## src/rtl/ysyx_22041071_wb_commit.sv

```systemverilog
`default_nettype none
// ============================================================================
// ysyx_22041071_wb_commit : RV64 write-back/commit stage, owns the 32x64 regfile.
// Optional commit trace and counters: `YSYX_22041071_COMMIT_TRACE_EN. Rev 1.0
// ============================================================================
module ysyx_22041071_wb_commit (
  input  logic        clk,
  input  logic        reset,
  input  logic        valid6,
  output logic        ready6,
  input  logic [63:0] PC6,
  input  logic [31:0] Ins5,
  input  logic        reg_w_en4,
  input  logic [4:0]  rdest3,
  input  logic [63:0] WB_data1,
  input  logic [4:0]  rs1_addr,
  input  logic [4:0]  rs2_addr,
  output logic [63:0] rs1_data,
  output logic [63:0] rs2_data,
  output logic        commit_valid,
  output logic [63:0] commit_pc,
  output logic [31:0] commit_ins,
  output logic        commit_wen,
  output logic [4:0]  commit_wdest,
  output logic [63:0] commit_wdata,
  output logic [63:0] instr_cnt,
  output logic [63:0] cycle_cnt,
  output logic        halt,
  output logic [63:0] halt_code
);

  localparam logic [31:0] EBREAK_INS = 32'h0010_0073;

  typedef enum logic {RUN = 1'b0, HALTED = 1'b1} state_t;
  state_t state, state_next;

  logic [63:0] regs [32];
  logic        accept;
  logic        is_ebreak;
  logic        wr_fire;
  logic [63:0] a0_bypass;

  assign ready6    = (state == RUN);
  assign halt      = (state == HALTED);
  assign accept    = valid6 & ready6;
  assign is_ebreak = (Ins5 == EBREAK_INS);
  // ebreak never writes, so its own reg_w_en4 is ignored for write and bypass
  assign wr_fire   = accept & reg_w_en4 & (rdest3 != 5'd0) & ~is_ebreak;

  assign rs1_data  = (rs1_addr == 5'd0) ? 64'h0 :
                     (wr_fire && (rdest3 == rs1_addr)) ? WB_data1 : regs[rs1_addr];
  assign rs2_data  = (rs2_addr == 5'd0) ? 64'h0 :
                     (wr_fire && (rdest3 == rs2_addr)) ? WB_data1 : regs[rs2_addr];
  assign a0_bypass = (wr_fire && (rdest3 == 5'd10)) ? WB_data1 : regs[10];

  always_ff @(posedge clk or negedge reset) begin
    if (!reset) begin
      for (int i = 0; i < 32; i++) regs[i] <= 64'h0;
    end else if (wr_fire) begin
      regs[rdest3] <= WB_data1;
    end
  end

  always_ff @(posedge clk or negedge reset) begin
    if (!reset) state <= RUN;
    else        state <= state_next;
  end

  always_comb begin
    state_next = state;
    case (state)
      RUN:     if (accept && is_ebreak) state_next = HALTED;
      HALTED:  state_next = HALTED;
      default: state_next = RUN;
    endcase
  end

  always_ff @(posedge clk or negedge reset) begin
    if (!reset)                   halt_code <= 64'h0;
    else if (accept && is_ebreak) halt_code <= a0_bypass;
  end

`ifdef YSYX_22041071_COMMIT_TRACE_EN
  always_ff @(posedge clk or negedge reset) begin
    if (!reset) begin
      commit_valid <= 1'b0;
      commit_pc    <= 64'h0;
      commit_ins   <= 32'h0;
      commit_wen   <= 1'b0;
      commit_wdest <= 5'd0;
      commit_wdata <= 64'h0;
      instr_cnt    <= 64'h0;
      cycle_cnt    <= 64'h0;
    end else begin
      commit_valid <= accept;
      if (accept) begin
        commit_pc    <= PC6;
        commit_ins   <= Ins5;
        commit_wen   <= wr_fire;
        commit_wdest <= rdest3;
        commit_wdata <= WB_data1;
        instr_cnt    <= instr_cnt + 64'd1;
      end
      if (state == RUN) cycle_cnt <= cycle_cnt + 64'd1;
    end
  end
`else
  logic unused_trace;
  assign unused_trace = ^PC6;
  assign commit_valid = 1'b0;
  assign commit_pc    = 64'h0;
  assign commit_ins   = 32'h0;
  assign commit_wen   = 1'b0;
  assign commit_wdest = 5'd0;
  assign commit_wdata = 64'h0;
  assign instr_cnt    = 64'h0;
  assign cycle_cnt    = 64'h0;
`endif

endmodule
`default_nettype wire
```

## config.mk

```make
export PLATFORM = sky130hd
export DESIGN_NAME = ysyx_22041071_wb_commit
export DESIGN_NICKNAME = d
export VERILOG_FILES = /design/src/rtl/ysyx_22041071_wb_commit.sv
export SDC_FILE = /design/constraint.sdc
export NUM_CORES = 2
export LEC_CHECK = 0
export CORE_MARGIN = 10
export CORE_UTILIZATION = 40
export CTS_BUF_LIST = sky130_fd_sc_hd__clkbuf_8
export DETAILED_ROUTE_END_ITERATION = 8
export PLACE_DENSITY = 0.65
export SYNTH_ARGS = -nofsm -noshare
export SYNTH_HDL_FRONTEND = slang
export SYNTH_SLANG_ARGS = --single-unit
```

## constraint.sdc

```tcl
create_clock -name clk -period 4.85 [get_ports clk]
set_clock_uncertainty 0.15 [all_clocks]
set_input_delay 0.485 -clock clk [delete_from_list [all_inputs] [get_ports clk]]
set_output_delay 0.485 -clock clk [all_outputs]
set_load 0.05 [all_outputs]
```

==> metrics.cfg <==
[route]
detail_route.first_pass.iterations = 5
detail_route.iter0.violations = 7708
ant_nets = 0
routed-via-count = 77000
wl_microns = 398000
wl_per_cell_microns = 32.6
drcViolationCount = 0
via_per_inst = 6.30

[synth]
syn_area_sq_um = 115000
avgSynthCellArea_sq_um = 14.6
synth_cells = 7905
async_flop_share = 1.00
ys_seq_elements = 2113
synth_ff_type = dfrtp_1
ys_types = 62
ys_warn_count = 0
seq_area_frac_synth = 0.459
synth_edf_count = 0

[pwr]
power_mw = 38.8
clock_power_share = 0.439
leakagePower_nw = 62.0
p_int_mw = 28.0
p_switching_mw = 10.8
seqPwrFrac = 0.457
peakVddDrop_mv = 0.222
power_per_cell_area_nw_per_um2 = 293
switching_share = 0.277
p_comb_frac = 0.103

[timing]
worst_slack_ps = 130
fin_crit_sh = 0.973
holdWs_ps = 55.6
post-route-min-period_ps = 4720
fmax_mhz = 212
rsz0062_at_grt = false
slew_violations = 0
slew_headroom = 0.167
hold_violations = 0
totalNegativeSetupSlack_ps = 0
setup_viol = 0
worst_slew_pin_slew_ps = 1250

[worst_hold_path]
hold_path_depth = 2
min-delay-start = WB_data1[52]
hp-class = in -> reg

[setup_path]
endpoint_kind = primary output
cp-startpoint = halt
crit-reg2reg-capture = regs[1257]
reg2reg_depth = 8
path_class = reg -> out
critPathLaunchType = flop
arrival_ps = 4080
timing.rr.start = halt
regToRegSetupSlack_ps = 1310
crit_path_end = rs2_data[32]
cp.required_ps = 4220
crit_path_max_fanout = 9

[global_route]
grt_overflow = 0
grt_pass1_wl_microns = 574000
grt-busiest-layer = met2
grt_util_met3 = 0.0570
antenna_found_initial = 11
grt.met2_usage = 0.390
grt_start_max_net_pins = 162
use_met1 = 0.324
track_usage = 0.249
grt_pass1_vias = 80400

[clocking]
numCtsBuffers = 380
cts.sinks = 2113
postCtsSetupBuffers = 0
htreeDepth = 5
cts_root_buffer = clkbuf_8
cts_tree = done
clk_latency_ps = 1040
cts_buffer_depth = 4
clk_pin_slew_ps = 60

[placement]
dpl_cell_area_sq_um = 125000
post-dp-hpwl_microns = 239000
placed_cells = 11500
dp_worst_setup_slack_ps = 88.9
port_buffers = 308
gp_congestion = 0.832

[finish]
fin_cells = 12200
post-route-cell-area_sq_um = 132000
synthToLayoutAreaGrowth_pct = 14.8
drive_gt1_frac = 0.492
final_nets = 8322
seqCellArea_sq_um = 52900
multi_input_area_sq_um = 57700
nFillCells = 24900
finish.utilization = 0.460

[run_status]
status = finished clean

[floorplanning]
die_w_microns = 557
die_area_sq_um = 310000
die_h_microns = 557
ios = 668
core.rowCount = 197
core-area_sq_um = 287000
start_util = 0.401

[run]
cap_violations = 0

==> cell type report <==
class                      count  share of cell area
antenna                        4           0.0000757
clock buffer                 471              0.0490
clock inverter               199             0.00865
inverter                       8            0.000359
multi-input combinational   4892               0.436
sequential                  2113               0.400
tap                         3781              0.0358
timing repair buffer         748              0.0701
==> sequential cells by signal (all words and copies together), names as in the netlist <==
register	flops
regs	2048
halt_code	64
halt	1
==> logic make-up (layout without fill, tap and decap cells) <==
kind of cell / Yosys count / after routing / share of synthesized area
buffers and inverters: 1194 / 1426 / 0.0528
other: 1 / 299 / 0.0000325
flip-flops: 2113 / 2113 / 0.459
AO/OA/AOI/OAI: 738 / 738 / 0.0445
multiplexers: 3451 / 3451 / 0.425
XOR/XNOR: 10 / 10 / 0.000760
AND/OR/NAND/NOR: 398 / 398 / 0.0181
==> how the worst min path moves through the flow <==
stage / to / slack [ps]
2_1_floorplan: halt / 40
3_3_place_gp: regs[1991] / 230
3_5_place_dp: regs[1989] / 230
4_1_cts: regs[1396] / 4
5_1_grt: regs[1396] / 40
6_report: regs[1396] / 60
==> power by group through the flow <==
stage,combinational (mW),clock (mW),sequential (mW)
6_report,4.00,17.0,17.7
5_1_grt,4.19,18.1,17.7
4_1_cts,3.99,17.3,17.7
3_5_place_dp,3.98,0,18.0
3_3_place_gp,3.95,0,18.0
2_1_floorplan,2.37,0,18.0
==> cells in the mapped netlist, types with 69 or more instances <==
master,n,area (sq um)
nand2_1,131,492
buf_1,72,270
a21oi_1,134,671
a211oi_1,80,601
buf_4,338,2540
mux2_2,1972,22200
a221oi_1,136,1190
mux4_2,931,21000
mux2i_1,461,4610
clkbuf_1,551,2070
buf_2,217,1090
a22oi_1,69,518
o21ai_0,170,851
dfrtp_1,2113,52900
==> worst max-delay path, cell delays in order (launching register included) <==
cell and delay [ps]:
dfrtp_1 380, nand3b_1 160, buf_4 190, a221o_1 430, or4_2 770, buf_12 220, a21oi_1 560, buf_4 320
==> repair_timing <==
| action | 4_1_cts | 5_1_grt |
|---|---|---|
| hold buffers | 3 | 0 |
| resized for setup | 1 | 2 |
| hold endpoints to repair | 607 | 0 |
| endpoints found under the setup margin | 1 | 2 |
| cloned | 0 | 0 |
==> routing by layer <==
layer,wire [microns],part of all wire,vias to the layer above
li1,-,-,30300
met1,155000,0.39,41500
met5,27,0.000068,-
met4,23000,0.058,4
met3,35900,0.090,1088
met2,183000,0.46,4140
==> cells in the final DEF, fill, tap and decap left out, types with 9 or more instances in the layout <==
cell and instances:
mux2i_1 461, a221oi_1 136, and3_1 9, a31oi_1 20, o21ai_0 169, buf_4 314, inv_1 127, mux2_4 60
o221ai_1 13, mux2_1 27, a22oi_1 69, dfrtp_1 2113, nor4_4 9, clkdlybuf4s50_1 168, a211oi_1 80, a221o_1 63
mux2_2 1972, clkbuf_8 471, nand3_1 28, conb_1 295, nor2b_1 57, mux4_2 931, clkinv_2 47, nor3_1 27
nor2_1 59, nand2b_1 10, nand2_1 123, a21oi_1 133, buf_12 251
Note: power is estimated with default switching activity, not from simulation.
